===== src/rtl/pe_act_queue_pkg.sv =====
// -----------------------------------------------------------------------------
// pe_act_queue_pkg
// Shared PE definitions for the activation queue and its consumers.
//   PE_ADDR_W      : width of the activation index field
//   PE_DATA_W      : width of the activation value field
//   PE_QUEUE_BUS_W : packed queue entry width, {idx, value}
//   PE_QUEUE_DEPTH : default number of queue entries
// -----------------------------------------------------------------------------
package pe_act_queue_pkg;

    localparam int PE_ADDR_W      = 16;
    localparam int PE_DATA_W      = 16;
    localparam int PE_QUEUE_BUS_W = PE_ADDR_W + PE_DATA_W;
    localparam int PE_QUEUE_DEPTH = 8;

    // Index sits in the MSBs so the consumer can unpack with a plain cast.
    typedef struct packed {
        logic [PE_ADDR_W-1:0] idx;
        logic [PE_DATA_W-1:0] value;
    } pe_queue_entry_t;

endpackage


===== src/rtl/pe_queue_ram.sv =====
// -----------------------------------------------------------------------------
// pe_queue_ram
// DEPTH x ENTRY_WIDTH register array, one synchronous write port and one
// asynchronous read port. Contents are never reset.
//   clk   : clock
//   we    : write enable
//   waddr : write address
//   wdata : write data
//   raddr : read address
//   rdata : read data, combinational from storage
// -----------------------------------------------------------------------------
module pe_queue_ram
    import pe_act_queue_pkg::*;
#(
    parameter int DEPTH       = PE_QUEUE_DEPTH,
    parameter int ENTRY_WIDTH = PE_QUEUE_BUS_W,
    parameter int AW          = $clog2(DEPTH)
) (
    input  logic                   clk,
    input  logic                   we,
    input  logic [AW-1:0]          waddr,
    input  logic [ENTRY_WIDTH-1:0] wdata,
    input  logic [AW-1:0]          raddr,
    output logic [ENTRY_WIDTH-1:0] rdata
);

    logic [ENTRY_WIDTH-1:0] mem_q [DEPTH];

    always_ff @(posedge clk) begin
        if (we) begin
            mem_q[waddr] <= wdata;
        end
    end

    assign rdata = mem_q[raddr];

endmodule


===== src/rtl/pe_act_queue.sv =====
// -----------------------------------------------------------------------------
// pe_act_queue
// First-word-fall-through activation queue between the network interface and
// a processing element.
//   clk, rst        : clock, asynchronous active-high reset
//   push_act/act_in : received activation {idx, value}
//   queue_full      : no free entry
//   queue_empty     : no valid entry
//   act_out         : head entry (don't-care while empty)
//   pop_act         : consumer removes the head entry
//   out_act_clear   : synchronous flush at layer start, clears error flags
//   occupancy       : number of valid entries
//   overflow_err    : sticky, push attempted while full
//   underflow_err   : sticky, pop attempted while empty
// -----------------------------------------------------------------------------
module pe_act_queue
    import pe_act_queue_pkg::*;
#(
    parameter int PE_IDX      = 0,
    parameter int DEPTH       = PE_QUEUE_DEPTH,
    parameter int ENTRY_WIDTH = PE_QUEUE_BUS_W
) (
    input  logic                     clk,
    input  logic                     rst,
    input  logic                     push_act,
    input  logic [ENTRY_WIDTH-1:0]   act_in,
    output logic                     queue_full,
    output logic                     queue_empty,
    output logic [ENTRY_WIDTH-1:0]   act_out,
    input  logic                     pop_act,
    input  logic                     out_act_clear,
    output logic [$clog2(DEPTH):0]   occupancy,
    output logic                     overflow_err,
    output logic                     underflow_err
);

    localparam int AW = $clog2(DEPTH);
    localparam int PW = AW + 1;

    if (DEPTH < 2 || (DEPTH & (DEPTH - 1)) != 0) begin : g_depth_check
        $error("pe_act_queue[%0d]: DEPTH=%0d must be a power of two >= 2", PE_IDX, DEPTH);
    end

    logic [PW-1:0] wr_ptr_q, wr_ptr_d;
    logic [PW-1:0] rd_ptr_q, rd_ptr_d;
    logic          ovf_q, ovf_d;
    logic          unf_q, unf_d;
    logic [PW-1:0] occ;
    logic          push_ok;
    logic          pop_ok;

    // Pointers carry one extra wrap bit, so their difference is the exact
    // occupancy in 0..DEPTH without a separate counter.
    assign occ         = wr_ptr_q - rd_ptr_q;
    assign occupancy   = occ;
    assign queue_full  = (occ == PW'(DEPTH));
    assign queue_empty = (occ == '0);

    assign push_ok = push_act & ~queue_full;
    assign pop_ok  = pop_act & ~queue_empty;

    always_comb begin
        wr_ptr_d = wr_ptr_q;
        rd_ptr_d = rd_ptr_q;
        ovf_d    = ovf_q;
        unf_d    = unf_q;
        if (out_act_clear) begin
            // Flush wins over any push/pop in the same cycle.
            wr_ptr_d = '0;
            rd_ptr_d = '0;
            ovf_d    = 1'b0;
            unf_d    = 1'b0;
        end else begin
            if (push_ok) begin
                wr_ptr_d = wr_ptr_q + PW'(1);
            end
            if (pop_ok) begin
                rd_ptr_d = rd_ptr_q + PW'(1);
            end
            if (push_act && queue_full) begin
                ovf_d = 1'b1;
            end
            if (pop_act && queue_empty) begin
                unf_d = 1'b1;
            end
        end
    end

    always_ff @(posedge clk or posedge rst) begin
        if (rst) begin
            wr_ptr_q <= '0;
            rd_ptr_q <= '0;
            ovf_q    <= 1'b0;
            unf_q    <= 1'b0;
        end else begin
            wr_ptr_q <= wr_ptr_d;
            rd_ptr_q <= rd_ptr_d;
            ovf_q    <= ovf_d;
            unf_q    <= unf_d;
        end
    end

    assign overflow_err  = ovf_q;
    assign underflow_err = unf_q;

    pe_queue_ram #(
        .DEPTH       (DEPTH),
        .ENTRY_WIDTH (ENTRY_WIDTH),
        .AW          (AW)
    ) u_ram (
        .clk   (clk),
        .we    (push_ok & ~out_act_clear),
        .waddr (wr_ptr_q[AW-1:0]),
        .wdata (act_in),
        .raddr (rd_ptr_q[AW-1:0]),
        .rdata (act_out)
    );

endmodule


===== config.mk =====
export PLATFORM = sky130hd
export DESIGN_NAME = pe_act_queue
export DESIGN_NICKNAME = d
export VERILOG_FILES = /design/src/rtl/pe_act_queue_pkg.sv /design/src/rtl/pe_queue_ram.sv /design/src/rtl/pe_act_queue.sv
export SDC_FILE = /design/constraint.sdc
export NUM_CORES = 1
export LEC_CHECK = 0
export ABC_AREA = 1
export CAP_MARGIN = 30
export CORE_MARGIN = 1
export CORE_UTILIZATION = 53
export DETAILED_ROUTE_END_ITERATION = 6
export GPL_TIMING_DRIVEN = 0
export PLACE_DENSITY = 0.75
export SLEW_MARGIN = 40
export SYNTH_ARGS = -nofsm -noshare
export SYNTH_HDL_FRONTEND = slang
export SYNTH_SLANG_ARGS = --single-unit

===== constraint.sdc =====
create_clock -name clk -period 3.41 [get_ports clk]
set_input_delay 0.682 -clock clk [delete_from_list [all_inputs] [get_ports clk]]
set_output_delay 0.682 -clock clk [all_outputs]
set_load 0.02 [all_outputs]

Word level (Yosys, flattened, before mapping)
Memories as Yosys holds them, arrays and structs flattened.
Cells that the tools add are included.
W data, S select, Z words.
{ "totals": {"input_bits": 37, "reg_bits": 10, "latch_bits": 0, "mem_count": 1, "ram_bits": 256, "romBits": 0, "output_inout_bits": 40} }
{ "mem_list": {"columns": ["name", "words", "word_bits", "rd", "rd_ports_with_merged_regs", "wr", "line", "rtl"], "rows": [
  ["u_ram.mem_q", 8, 32, 1, 0, 1, "pe_queue_ram.sv:27", "logic [ENTRY_WIDTH-1:0] mem_q [DEPTH];"]
]} }
{ "op_classes": {"n_lt_le_gt_ge": 0, "add_sub_neg": 3, "eq_ne": 1, "muxes": 10, "bitwise": 6, "shift": 0, "n_reduce_logical": 7, "div": 0, "n_mul": 0} }
{ "op_table": {"columns": ["operator", "n"], "rows": [
  ["$mux W4", 4],
  ["$add A4 B1 Y4 const B", 2],
  ["$reduce_bool A2 Y1", 4],
  ["$mux W1", 6],
  ["$eq A4 B4 Y1 const B", 1],
  ["$logic_not A4 Y1", 1],
  ["$sub A4 B4 Y4", 1],
  ["$and A1 B1 Y1", 3],
  ["$not A1 Y1", 3],
  ["$logic_and A1 B1 Y1", 2]
]} }

Depth between registers and ports, before layout
{ "logic_depth": {"word_depth": 7, "depth_mapped": 12} }

Modules after synthesis
A second synthesis with hierarchy kept.
{ "hier_totals": {"cells_unflattened": 1214, "area_unflattened_um2": 11997.8} }
{ "by_module_without_submodules": {"columns": ["module", "cells_per_inst", "n_inst", "seq_area_each_um2", "area_per_inst_um2"], "rows": [
  ["pe_queue_ram", 1124, 1, 7687.4, 11232.0],
  ["pe_act_queue", 90, 1, 250.2, 765.7]
]} }

Least setup slack after synthesis
Ideal clock, no wire load.
{ "synth_path": {"path_type": "register to register", "from": "register rd_ptr_q[1]", "to": "memory u_ram.mem_q[0][0] in the netlist's numbering (enable)", "path_slack_ns": -0.350, "stages_incl_launch_ff": 10, "setup_time_ns": 0.421, "path_buffers": 2, "arrival_time_ns": 3.339, "synth_period_minus_slack_ns": 3.760, "cell_sequence": "dfrtp_1 -> inv_2 -> buf_2 -> buf_2 -> fa_1 -> or2_1 -> nor2_4 -> nand3_4 -> nand3_2 -> nor2_1"} }
{ "synth_via": {"elab_chain_len": 7} }
{ "synth_rtl": {"columns": ["item", "line", "rtl"], "rows": [
  ["start: declaration", "pe_act_queue.sv:45", "logic [PW-1:0] rd_ptr_q, rd_ptr_d;"],
  ["start signal: assignment", "pe_act_queue.sv:97", "rd_ptr_q <= rd_ptr_d;"],
  ["$sub A4 B4 Y4", "pe_act_queue.sv:54", "assign occ = wr_ptr_q - rd_ptr_q;"],
  ["via occupancy[1]", "pe_act_queue.sv:32", "output logic [$clog2(DEPTH):0] occupancy,"],
  ["$eq A4 B4 Y1", "pe_act_queue.sv:56", "assign queue_full = (occ == PW'(DEPTH));"],
  ["$not A1 Y1", "pe_act_queue.sv:59", "assign push_ok = push_act & ~queue_full;"],
  ["$and A1 B1 Y1", "pe_act_queue.sv:59", null],
  ["$and A1 B1 Y1", "pe_act_queue.sv:112", ".we (push_ok & ~out_act_clear),"],
  ["$mux W1", "pe_queue_ram.sv:30", "if (we) begin"],
  ["$mux W1 (not written as such)", "pe_queue_ram.sv:31", "mem_q[waddr] <= wdata;"],
  ["end: declaration", "pe_queue_ram.sv:27", null]
]} }
The timed path passes the listed nets, and every way through them passes these cells.

Worst setup path after layout
{ "layout_path": {"from": "register rd_ptr_q[0]", "to": "output port act_out[1]"} }
{ "layout_via": {"elab_chain_len": 1} }
{ "layout_rtl": {"columns": ["item", "line", "rtl"], "rows": [
  ["$mem_v2 Z8 W32", null, null],
  ["end: declaration", "pe_act_queue.sv:29", "output logic [ENTRY_WIDTH-1:0] act_out,"]
]} }
No other way between the ends.

==> load_flow_metrics.sql <==
INSERT INTO impl_metrics (metric_group, metric, value, unit) VALUES
('yosys', 'top_post_synthesis_cells_by_count', 'sky130_fd_sc_hd__edfxtp_1 (256), sky130_fd_sc_hd__nor2_1 (135), sky130_fd_sc_hd__nand2_1 (117)', ''),
('yosys', 'most_used_flip_flop_cell_after_synthesis', 'sky130_fd_sc_hd__edfxtp_1', ''),
('floorplanning', 'start_util', '0.5467', ''),
('global_route', 'number_of_global_route_vias_before_repair', '7022', ''),
('global_route', 'global_route.usage.total', '0.2449', ''),
('power', 'pwr_density_cell', '781.5', 'nW/µm²'),
('cts', 'cts_tree', 'built', ''),
('global_route', 'grtUsageMet2', '0.4231', ''),
('worst_setup_path', 'critical_path_peak_fanout', '10', ''),
('timing', 'final-max-slew-violation-count', '0', ''),
('run_status', 'status', 'finished clean', ''),
('global_route', 'met1_usage_grt', '0.3187', ''),
('placed_design', 'dpl.hpwl', '16.15', 'mm'),
('yosys', 'gate_count_of_the_mapped_netlist', '831', ''),
('yosys', 'synth_area_per_cell', '12.93', 'µm²'),
('layout', 'antenna_cells', '0', ''),
('detailed_routing', 'drtPass1Iterations', '5', ''),
('layout', 'layout.nets', '996', ''),
('floorplanning', 'ios', '77', ''),
('global_route', 'number_of_antenna_violations_at_the_first_check_in_global_routing', '0', ''),
('worst_setup_path', 'worst_ep_required_time', '2730', 'ps'),
('cts', 'worst_skew_pair.late_latency', '530', 'ps'),
('floorplanning', 'dieWidth', '144.4', 'µm'),
('yosys', 'yosysSeqAreaShare', '0.7387', ''),
('timing', 'setup_ws', '92.76', 'ps'),
('power', 'leakagePower', '0.004673', 'µW'),
('worst_setup_path', 'critical_path.slowest_cell', 'sky130_fd_sc_hd__clkdlybuf4s50_1', ''),
('yosys', 'synth_most_common_cell', 'sky130_fd_sc_hd__edfxtp_1', ''),
('detailed_routing', 'routed_wire_length_per_instance', '20.10', 'µm'),
('cts', 'cts_hold_repair_buffers', '0', ''),
('detailed_routing', 'vias_per_cell', '5.739', ''),
('cts', 'clock-sinks', '266', ''),
('timing', 'fmax', '301.5', 'MHz'),
('layout', 'post_layout_nonfiller_instances', '1238', ''),
('floorplanning', 'core_region_area', '19650', 'µm²'),
('power', 'peakVddDrop', '0.4695', 'mV'),
('global_route', 'global_route_wire_length_before_repair', '37.56', 'mm'),
('detailed_routing', 'wirelength', '24.88', 'mm'),
('worst_setup_path', 'timing.critical_path.buf_inv', '5', ''),
('layout', 'area.growth.synth_to_final', '22.19', '%'),
('timing', 'timing.final.setup_violations', '0', ''),
('yosys', 'synth_top_area_cell', 'sky130_fd_sc_hd__edfxtp_1', ''),
('layout', 'share_of_layout_cells_above_drive_strength_1', '0.1377', ''),
('detailed_routing', 'drcViolationCount', '0', ''),
('worst_setup_path', 'critical-path-top-delay-family', 'buffers and inverters', ''),
('worst_setup_path', 'cp-end-kind', 'primary output', ''),
('worst_setup_path', 'start_kind', 'register', ''),
('timing', 'transition_time_at_the_pin_with_the_least_slew_margin', '653.6', 'ps'),
('placed_design', 'preCtsSetupSlack', '-99.30', 'ps'),
('global_route', 'grt_busiest_layer', 'met2', ''),
('yosys', 'count_of_flip_flops_with_a_built_in_enable_after_synthesis', '256', ''),
('worst_setup_path', 'setup.worst_path.class', 'reg -> out', ''),
('yosys', 'netlist_area', '10750', 'µm²'),
('min_path', 'worst_hold_path_type', 'in -> async', ''),
('placed_design', 'numPlacedInstances', '1187', ''),
('detailed_routing', 'via_count', '7105', ''),
('detailed_routing', 'ant_nets', '0', ''),
('timing', 'finalWorstPathRequiredPeriod', '3317', 'ps'),
('layout', 'num-fill-cells', '1427', ''),
('timing', 'fin_skew', '6.474', 'ps'),
('timing', 'hold_violations', '0', ''),
('timing', 'setup_total_negative_slack', '0', 'ps'),
('layout', 'final_cell_area', '13130', 'µm²'),
('yosys', 'ys_ff_latch', '266', ''),
('global_route', 'grt.met3_usage', '0.02980', ''),
('worst_setup_path', 'cp_cell_sequence', 'buf_6, inv_4, buf_12, buf_8, nor2_2, o22ai_1, nand2_1, nand2_1, clkdlybuf4s50_1', ''),
('layout', 'register_area', '7941', 'µm²'),
('placed_design', 'place_congestion', '0.7685', ''),
('yosys', 'synth_area_leaders', 'sky130_fd_sc_hd__edfxtp_1 (72%), sky130_fd_sc_hd__nor2_1 (4.7%), sky130_fd_sc_hd__nand2_1 (4.1%)', ''),
('global_route', 'grt_start_max_net_pins', '18', ''),
('placed_design', 'buffers_added_on_ports', '76', '');
==> power by group <==
group / leakage, µW / internal [µW] / switching (µW)
clock: 0.000399 / 1600 / 1160
sequential: 0.00244 / 3790 / 84.3
combinational: 0.00183 / 1400 / 2230
==> metrics by stage <==
| stage | power (µW) | hold WS (ps) | utilization |
|---|---|---|---|
| global route | 10730 | 480.3 | 0.6681 |
| detailed placement | 7554 | 539.3 | 0.6219 |
| finish | 10260 | 453.6 | 0.6681 |
| floorplan | 6088 | 513.5 | - |
| CTS | 10300 | 448.5 | 0.6653 |
| global placement | 7389 | 521.6 | 0.6023 |
==> routing by layer <==
metal  share of wire  up-vias
met5               0        -
met4           0.028        0
met3           0.066       52
met2            0.50      289
met1            0.40     3492
li1                -     3272
==> logic make-up (layout without fill, tap and decap cells) <==
logic type	after synthesis	after routing	share of synthesized area
flip-flops	266	266	0.7387
AO/OA/AOI/OAI	195	195	0.1007
adder cells (fa/ha/maj)	6	6	0.007685
XOR/XNOR	4	4	0.003260
AND/OR/NAND/NOR	292	292	0.1119
buffers and inverters	68	210	0.03773
==> area by class of cell <==
class                   count  share of cell area
plain buffers              51             0.02849
inverters                  17            0.005051
flip-flops and latches    266              0.6048
clock inverters            16             0.01001
repair buffers             94             0.08567
well taps                 265             0.02525
clock buffers              32             0.05289
multi-input cells         497              0.1878
==> layout by cell type, fill, tap and decap left out, types with 4 or more instances in the layout <==
cell,Yosys,layout
sky130_fd_sc_hd__edfxtp_1,256,256
sky130_fd_sc_hd__nor2_1,135,127
sky130_fd_sc_hd__nand2_1,117,117
sky130_fd_sc_hd__o21ai_0,83,83
sky130_fd_sc_hd__clkdlybuf4s50_1,0,67
sky130_fd_sc_hd__o22ai_1,64,64
sky130_fd_sc_hd__o21ai_1,38,38
sky130_fd_sc_hd__clkbuf_16,0,27
sky130_fd_sc_hd__nand3_1,20,20
sky130_fd_sc_hd__buf_2,18,15
sky130_fd_sc_hd__clkbuf_1,15,13
sky130_fd_sc_hd__buf_6,11,12
sky130_fd_sc_hd__inv_1,13,11
sky130_fd_sc_hd__nor2_4,1,9
sky130_fd_sc_hd__buf_8,2,9
sky130_fd_sc_hd__nand4_1,8,8
sky130_fd_sc_hd__clkbuf_2,0,8
sky130_fd_sc_hd__buf_16,0,8
sky130_fd_sc_hd__o21ai_2,7,7
sky130_fd_sc_hd__dfrtp_1,10,7
sky130_fd_sc_hd__clkinv_2,0,6
sky130_fd_sc_hd__dlymetal6s2s_1,0,6
sky130_fd_sc_hd__nor2_2,5,5
sky130_fd_sc_hd__inv_2,3,5
sky130_fd_sc_hd__ha_1,5,5
sky130_fd_sc_hd__clkinv_1,0,5
sky130_fd_sc_hd__xor2_1,4,4
sky130_fd_sc_hd__buf_4,1,4
==> final timing paths <==
kind	from	to	slack, ps	cells after the start
min reg2reg	overflow_err	overflow_err	530	2
min	rst	overflow_err	450	2
min in group clk	overflow_err	overflow_err	530	2
max	rd_ptr_q[0]	act_out[1]	90	9
max reg2reg	rd_ptr_q[1]	u_ram.mem_q[1][13]	190	13
max in group asynchronous	rst	wr_ptr_q[0]	2640	2
==> state kept, by name, summed over array words and instances, names as in the netlist <==
register       flops
u_ram.mem_q      256
rd_ptr_q           4
wr_ptr_q           4
overflow_err       1
underflow_err      1
==> repair_timing <==
action / CTS / global route
setup buffers: 0 / 3
endpoints found under the setup margin: 61 / 97
pin swaps: 1 / 2
resized for setup: 19 / 19
No activity file was read; power rests on OpenSTA's default activity.
